==> src/rtl/seg_scan_display.sv <==
// Multiplexed 7-segment scan driver: advances one digit per rising edge of a scan strobe
// sampled in the clk_in domain, latching the displayed value once per frame.
module seg_scan_display #(
    parameter int DIGITS   = 8,
    parameter bit LZ_BLANK = 1'b1
) (
    input  logic                  clk_in,
    input  logic                  rst,
    input  logic                  scan_clk_in,
    input  logic                  enable,
    input  logic [4*DIGITS-1:0]   data_in,
    input  logic [DIGITS-1:0]     dp_in,
    output logic [DIGITS-1:0]     an,
    output logic [6:0]            seg,
    output logic                  dp,
    output logic                  frame_done
);

    localparam int             IW   = (DIGITS > 1) ? $clog2(DIGITS) : 1;
    localparam logic [IW-1:0]  LAST = IW'(DIGITS - 1);

    function automatic logic [6:0] hex7(input logic [3:0] n);
        case (n)
            4'h0: hex7 = 7'h40;  4'h1: hex7 = 7'h79;  4'h2: hex7 = 7'h24;  4'h3: hex7 = 7'h30;
            4'h4: hex7 = 7'h19;  4'h5: hex7 = 7'h12;  4'h6: hex7 = 7'h02;  4'h7: hex7 = 7'h78;
            4'h8: hex7 = 7'h00;  4'h9: hex7 = 7'h10;  4'hA: hex7 = 7'h08;  4'hB: hex7 = 7'h03;
            4'hC: hex7 = 7'h46;  4'hD: hex7 = 7'h21;  4'hE: hex7 = 7'h06;  default: hex7 = 7'h0E;
        endcase
    endfunction

    logic [IW-1:0]       idx_q,  idx_d;
    logic [4*DIGITS-1:0] data_q, data_d;
    logic [DIGITS-1:0]   dpl_q,  dpl_d;
    logic [DIGITS-1:0]   an_q,   an_d;
    logic [6:0]          seg_q,  seg_d;
    logic                dp_q,   dp_d;
    logic                fd_q,   fd_d;
    logic                prev_q;

    logic                step, wrap, upper_zero, blank;
    logic [4*DIGITS-1:0] eff_data;
    logic [DIGITS-1:0]   eff_dp;
    logic [3:0]          nib;

    // NOTE: every signal written here gets a default first, so no path leaves a latch behind.
    always_comb begin
        idx_d      = idx_q;
        data_d     = data_q;
        dpl_d      = dpl_q;
        an_d       = an_q;
        seg_d      = seg_q;
        dp_d       = dp_q;
        fd_d       = 1'b0;
        step       = scan_clk_in & ~prev_q;
        wrap       = (idx_q == LAST);
        eff_data   = data_q;
        eff_dp     = dpl_q;
        nib        = 4'h0;
        upper_zero = 1'b1;
        blank      = 1'b0;

        if (!enable) begin
            idx_d = LAST;
            an_d  = '1;
            seg_d = 7'h7F;
            dp_d  = 1'b1;
        end else if (step) begin
            idx_d = wrap ? '0 : idx_q + 1'b1;
            if (wrap) begin
                // The new frame's digit 0 decodes straight from the inputs being latched.
                data_d   = data_in;
                dpl_d    = dp_in;
                fd_d     = 1'b1;
                eff_data = data_in;
                eff_dp   = dp_in;
            end
            nib = eff_data[4*int'(idx_d) +: 4];
            for (int j = 0; j < DIGITS; j++) begin
                if (j >= int'(idx_d) && eff_data[4*j +: 4] != 4'h0) upper_zero = 1'b0;
            end
            blank = LZ_BLANK && (idx_d != '0) && upper_zero;
            if (blank) begin
                an_d  = '1;
                seg_d = 7'h7F;
                dp_d  = 1'b1;
            end else begin
                an_d  = ~(DIGITS'(1) << idx_d);
                seg_d = hex7(nib);
                dp_d  = ~eff_dp[idx_d];
            end
        end
    end

    // NOTE: state registers use non-blocking assignments so all of them update together.
    always_ff @(posedge clk_in) begin
        if (rst) begin
            idx_q  <= LAST;
            data_q <= '0;
            dpl_q  <= '0;
            an_q   <= '1;
            seg_q  <= 7'h7F;
            dp_q   <= 1'b1;
            fd_q   <= 1'b0;
            prev_q <= 1'b0;
        end else begin
            idx_q  <= idx_d;
            data_q <= data_d;
            dpl_q  <= dpl_d;
            an_q   <= an_d;
            seg_q  <= seg_d;
            dp_q   <= dp_d;
            fd_q   <= fd_d;
            prev_q <= scan_clk_in;
        end
    end

    assign an         = an_q;
    assign seg        = seg_q;
    assign dp         = dp_q;
    assign frame_done = fd_q;

endmodule

==> config.mk <==
export PLATFORM = sky130hd
export DESIGN_NAME = seg_scan_display
export DESIGN_NICKNAME = d
export VERILOG_FILES = /design/src/rtl/seg_scan_display.sv
export SDC_FILE = /design/constraint.sdc
export NUM_CORES = 1
export LEC_CHECK = 0
export CAP_MARGIN = 20
export CORE_ASPECT_RATIO = 0.9
export CORE_UTILIZATION = 50
export CTS_CLUSTER_SIZE = 10
export DETAILED_ROUTE_END_ITERATION = 7
export PLACE_DENSITY = 0.84
export RECOVER_POWER = 50
export SLEW_MARGIN = 0
export SYNTH_ARGS = -nofsm -noshare
export SYNTH_HDL_FRONTEND = slang
export SYNTH_SLANG_ARGS = --single-unit
==> constraint.sdc <==
create_clock -name clk_in -period 7.16 [get_ports clk_in]
set_input_delay 1.432 -clock clk_in [delete_from_list [all_inputs] [get_ports clk_in]]
set_output_delay 1.432 -clock clk_in [all_outputs]
set_load 0.05 [all_outputs]
# == Yosys cells after proc, flatten, opt, wreduce, memory -nomap -nowiden ==
# Memories as Yosys holds them, arrays and structs flattened.
# Cells that the tools add are included.
# totals
romBits,112
reg_bits,61
latchBits,0
mem_bits_rw,0
elab_cells,70
n_memories,1
# op_classes
n_mux,23
eq_ne,1
bitwise,6
n_reduce_logical,20
magnitude_cmp,8
div,0
shift,2
multipliers,0
add_sub_neg,1
# mem_list
name,depth,width,read_ports,rd_clocked_by_memory_dff,write_ports,line_no,text
(no name shown),16,7,1,0,0,23,case (n)
# ops
operator,n
two-way mux 32 bit,3
two-way mux 8 bit,4
nonzero test 4 bit,8
indexed part select 32 x 6 -> 4 bit,1
two-way mux 1 bit,13
greater-or-equal comparator 3 bit (first input constant),3
logical AND 1 bit,8
inverter 8 bit,1
<< shifter 1 x 3 -> 8 bit (first input constant),1
two-way mux 7 bit,1
greater-or-equal comparator 1 x 3 -> 1 bit (first input constant),2
greater-or-equal comparator 2 x 3 -> 1 bit (first input constant),2
less-than comparator 3 x 4 -> 1 bit (second input constant),1
inverter 1 bit,4
adder 3 x 1 -> 3 bit (second input constant),1
binary-select mux 1 bit (select 3 bit),1
== test 3 bit (second input constant),1
two-way mux 3 bit,1
nonzero test 3 bit,1
OR reduction 3 bit,1
AND reduction 2 bit,1
OR reduction 2 bit,1
AND 1 bit,1

# == Logic depth before layout (Yosys ltp) ==
# depth
ltp_word,18
depth_mapped,14
depth_no_buf,11

# == Worst setup path before layout ==
# No wires, ideal clock.
# synth_timing
path_type,input -> register
startpoint,input data_in[12]
endpoint,register an_q[2] (netlist: an[2])
required_time_ns,7.093
stages,6
arrival_ns,2.879
path_slack_ns,4.213
path_cell_list,nor4_1 -> a22oi_1 -> or4_4 -> o311a_1 -> nor2b_4 -> o21ai_2
# synth_via
elab_chain_len,14
# synth_lines
item,line_no,text
from (decl),11,"input logic [4*DIGITS-1:0] data_in,"
two-way mux 32 bit,--,
two-way mux 32 bit,67,end else if (step) begin
two-way mux 32 bit,62,if (!enable) begin
nonzero test 4 bit,79,if (j >= int'(idx_d) && eff_data[4*j +: 4] != 4'h0) upper_zero = 1'b0;
logical AND 1 bit,79,
two-way mux 1 bit (5 in series),79,
two-way mux 1 bit,67,
two-way mux 1 bit,62,
logical AND 1 bit,81,blank = LZ_BLANK && (idx_d != '0) && upper_zero;
two-way mux 8 bit,82,if (blank) begin
to (signal assigned),109,an_q <= an_d;
to (decl),34,"logic [DIGITS-1:0] an_q, an_d;"
# No other way between the ends. The select of a mux whose other input is x is not followed.
# A chain may end at the register's enable or synchronous reset.

# == Worst setup path after layout ==
# layout_timing
startpoint,input rst
endpoint,register seg_q[0] (netlist: seg[0])
# layout_via
elab_chain_len,1
# layout_lines
item,line_no,text
from (decl),8,"input logic rst,"
OR reduction 2 bit (no source line),--,
to (signal assigned),110,seg_q <= seg_d;
to (decl),35,"logic [6:0] seg_q, seg_d;"
# No other way between the ends.

==> qor.txt <==
Slew Limit Fails - 43
Post-route design area - 3820 sq um
Sequential area share after synthesis - 39.7%
Highest cell delay on the worst timing path - 1.27 ns
Routability congestion estimate from global placement - 0.934
Syn Nets - 429
Chip Height - 76.5 um
Crit path launch type - primary input
Leak - 0.00136 uW
Number of antenna violations at the first check in global routing - 0
Library cell with the largest summed area after synthesis - sky130_fd_sc_hd__dfxtp_1
Share of post-route cells with drive strength above 1 - 7.39%
Final total negative setup slack - 0 ns
Post-Route Skew - 0.00291 ns
Internal power - 573 uW
Final period utilization - 54.8%
Layout fillers - 496
Mean area per synthesized cell - 8.15 sq um
Number of register bits inferred by synthesis - 61
Maximum clock frequency - 255 MHz
Worst Hold Class - reg -> reg
Worst R2R End - seg[3]
Effective utilization at floorplan - 52.9%
Area after detailed placement - 3640 sq um
Netlist area before placement - 3080 sq um
Register-to-Register Path Depth - 8
Util after Layout - 65.6%
Count of yosys warnings during synthesis - 0
DR DRC count - 1
Number of flops mapped to enable cells by yosys - 0
H-tree Lvls - 3
Arrival @ worst endpoint - 4.20 ns
Total buffers and inverters traversed by the critical path - 2
Top-level I/O count - 61
Iteration-0 DRC Markers - 206
Shortest clock period the worst path allows after layout - 3.92 ns
TritonCTS clock tree - yes
# resized after CTS - 0
Cts bufs inserted - 9
Final net count - 479
Critical Path Sink Type - register
Root buffer selected by CTS - sky130_fd_sc_hd__clkbuf_8
Slew at the pin closest to its max-slew limit - 1.78 ns
Top post-synthesis cells by count - 103 x sky130_fd_sc_hd__nand2_1, 61 x sky130_fd_sc_hd__dfxtp_1, 52 x sky130_fd_sc_hd__a21oi_1
Clock slew at the register clock pins of the worst setup and hold paths - 0.07 ns
GRT Overall Usage - 25.1%
Launch instance of the worst register-to-register path - idx_q[0]
RSZ-0062 raised after global routing - no
Diodes inserted - 0
Site row count - 26
Total net switching power - 246 uW
Commonest register cell after synthesis - sky130_fd_sc_hd__dfxtp_1
Number of antenna-violating nets in the routed design - 0
Clk_lat worst skew - 0.35 ns
Power density over cell area - 215 nW/um^2
Post-CTS setup buffer count - 0
Failing checks - DRC, capacitance limit, slew limit
Proportion of power drawn by the clock network - 33.8%
Die area - 6480 sq um
Number of violations of the max-capacitance limit - 1
Slack of the worst reg-to-reg path - 3.47 ns
Maximum clock path buffer count - 2
Number of distinct standard cells referenced by the synthesized netlist - 47
Layout overhead on the synthesized area - 24.0%
Maximum number of pins on one net before global-route repair - 43
Share of the synthesized area in the top cell type - 39.7%
Critical-path cell list - dlygate4sd3_1, clkbuf_1, and2b_1, nand2_1, nor2_1, a31oi_1
Global-route wire length before repair - 12800 um
Die Span X - 84.7 um
IR drop worst, VDD - 0.143 mV
Core area - 5820 sq um
Vias per Instance - 5.72
Clock Sink Count - 61
Worst setup path end - seg[0]
Count of buffers inserted at the top-level ports - 60
Quantity of hold-fixing buffers added after cts - 0
Final standard cell count with taps included and fillers excluded - 503
Required time worst endpoint - 7.43 ns
Logic depth of the worst setup path including buffers - 6
Status - finished, violations left
Total half-perimeter wirelength after legalization and detailed placement - 5320 um
Worst slack on hold paths - 0.457 ns
Overall via count from detail_route - 2876
Family of cells with the greatest summed delay on the critical path - buffers and inverters
Via count of the first global-routing pass - 2662
Maximum fanout along the worst path - 42
Cell type of the slowest stage on the worst timing path - sky130_fd_sc_hd__clkbuf_1
Critical path origin - rst
Fin. Hold Viols - 0
Post-synthesis instance total - 378
Proportion of register bits with asynchronous set or reset after synthesis - 0%
Total congestion overflow - 0
Post-detailed-routing wire length - 7410 um
Sequential Power Share - 44.5%
Comb pwr share - 21.8%
Top post-synthesis cells by area - sky130_fd_sc_hd__dfxtp_1 40%, sky130_fd_sc_hd__nand2_1 13%, sky130_fd_sc_hd__a21oi_1 8.5%
Wirelength per Cell - 14.7 um
Leading cell type by number of instances after synthesis - sky130_fd_sc_hd__nand2_1
Final setup vio count - 0
Total iterations of the first detailed-routing run - 7
Critical Setup Path Class - in -> reg
Max_slew headroom - -18.5%
Number of placed cells counting well taps - 487
Sw Share - 30.0%
-- worst min-delay path, stage by stage, from the launching register on --
cell,delay [ns]
sky130_fd_sc_hd__dfxtp_1,0.31
sky130_fd_sc_hd__nand2_1,0.05
sky130_fd_sc_hd__a21oi_1,0.05
-- power by group through the flow --
stage                     clock (uW)  combinational (uW)  sequential (uW)
after global routing             296                 194              366
after floorplan                    0                 114              381
after detailed placement           0                 177              372
final                            277                 178              364
after CTS                        280                 178              365
after global placement             0                 172              371
-- stage by stage --
| step | setup slack (ns) | power [uW] |
|---|---|---|
| 2_1_floorplan | 4.21 | 495 |
| 3_3_place_gp | 3.59 | 544 |
| 3_5_place_dp | 3.55 | 549 |
| 4_1_cts | 3.55 | 822 |
| 5_1_grt | 2.96 | 856 |
| 6_report | 3.24 | 819 |
-- layer usage --
| metal | up-vias | part of all wire, % | track usage, % |
|---|---|---|---|
| met5 | - | 0 | 0 |
| li1 | 1427 | - | - |
| met1 | 1332 | 45 | 32.0 |
| met3 | 17 | 5.5 | 6.50 |
| met2 | 100 | 48 | 40.2 |
| met4 | 0 | 2.3 | 10.3 |
-- worst min-delay path by stage --
stage | startpoint | to | depth (start not counted)
after floorplan | data_q[1] | data_q[1] | 2
after global placement | dpl_q[4] | dpl_q[4] | 2
after detailed placement | dpl_q[7] | dpl_q[7] | 2
after CTS | dpl_q[4] | dpl_q[4] | 2
after global routing | dpl_q[7] | dpl_q[7] | 2
final | dpl_q[4] | dpl_q[4] | 2
-- flip-flops by register name (all words and copies together) (netlist names) --
signal	flops
frame_done	1
an	8
dp	1
data_q	32
seg	7
idx_q	3
dpl_q	8
prev_q	1
-- cell families after synthesis --
kind of cell | share of synthesized area [%]
buf+inv | 5.93
compound gates | 18.1
flops | 39.7
fa+ha+maj | 2.84
mux | 9.47
simple gates | 24.0
-- cells in the final DEF (no fill, tap or decap), drive strengths merged, types with 2 or more instances in the layout --
master | synthesis | final
o21ai | 7 | 7
dlygate4sd3 | 0 | 12
nor4 | 6 | 6
o32ai | 3 | 3
nand2b | 3 | 3
nor2b | 3 | 3
nor3 | 6 | 6
ha | 7 | 7
buf | 11 | 3
o2bb2ai | 2 | 2
inv | 8 | 8
clkinv | 0 | 3
dfxtp | 61 | 61
a21oi | 52 | 52
o211ai | 5 | 5
a22oi | 3 | 3
clkbuf | 14 | 13
clkdlybuf4s50 | 0 | 48
o22ai | 5 | 5
o41ai | 2 | 2
and2b | 4 | 4
mux2i | 13 | 13
nand2 | 103 | 103
nor2 | 24 | 24
a31oi | 5 | 5
mux4 | 5 | 5
or4 | 6 | 6
nand3 | 3 | 3
mux2 | 4 | 4
-- final cells by class --
| type | count | area [sq um] | area share, % |
|---|---|---|---|
| inverter | 8 | 30.0 | 0.786 |
| multi-input combinational | 284 | 1680 | 43.9 |
| timing repair buffer | 64 | 627 | 16.4 |
| clock buffer | 12 | 155 | 4.06 |
| sequential | 61 | 1220 | 32.0 |
| tap | 70 | 87.6 | 2.29 |
| clock inverter | 4 | 22.5 | 0.590 |
Power figures use the tool's default switching activity.
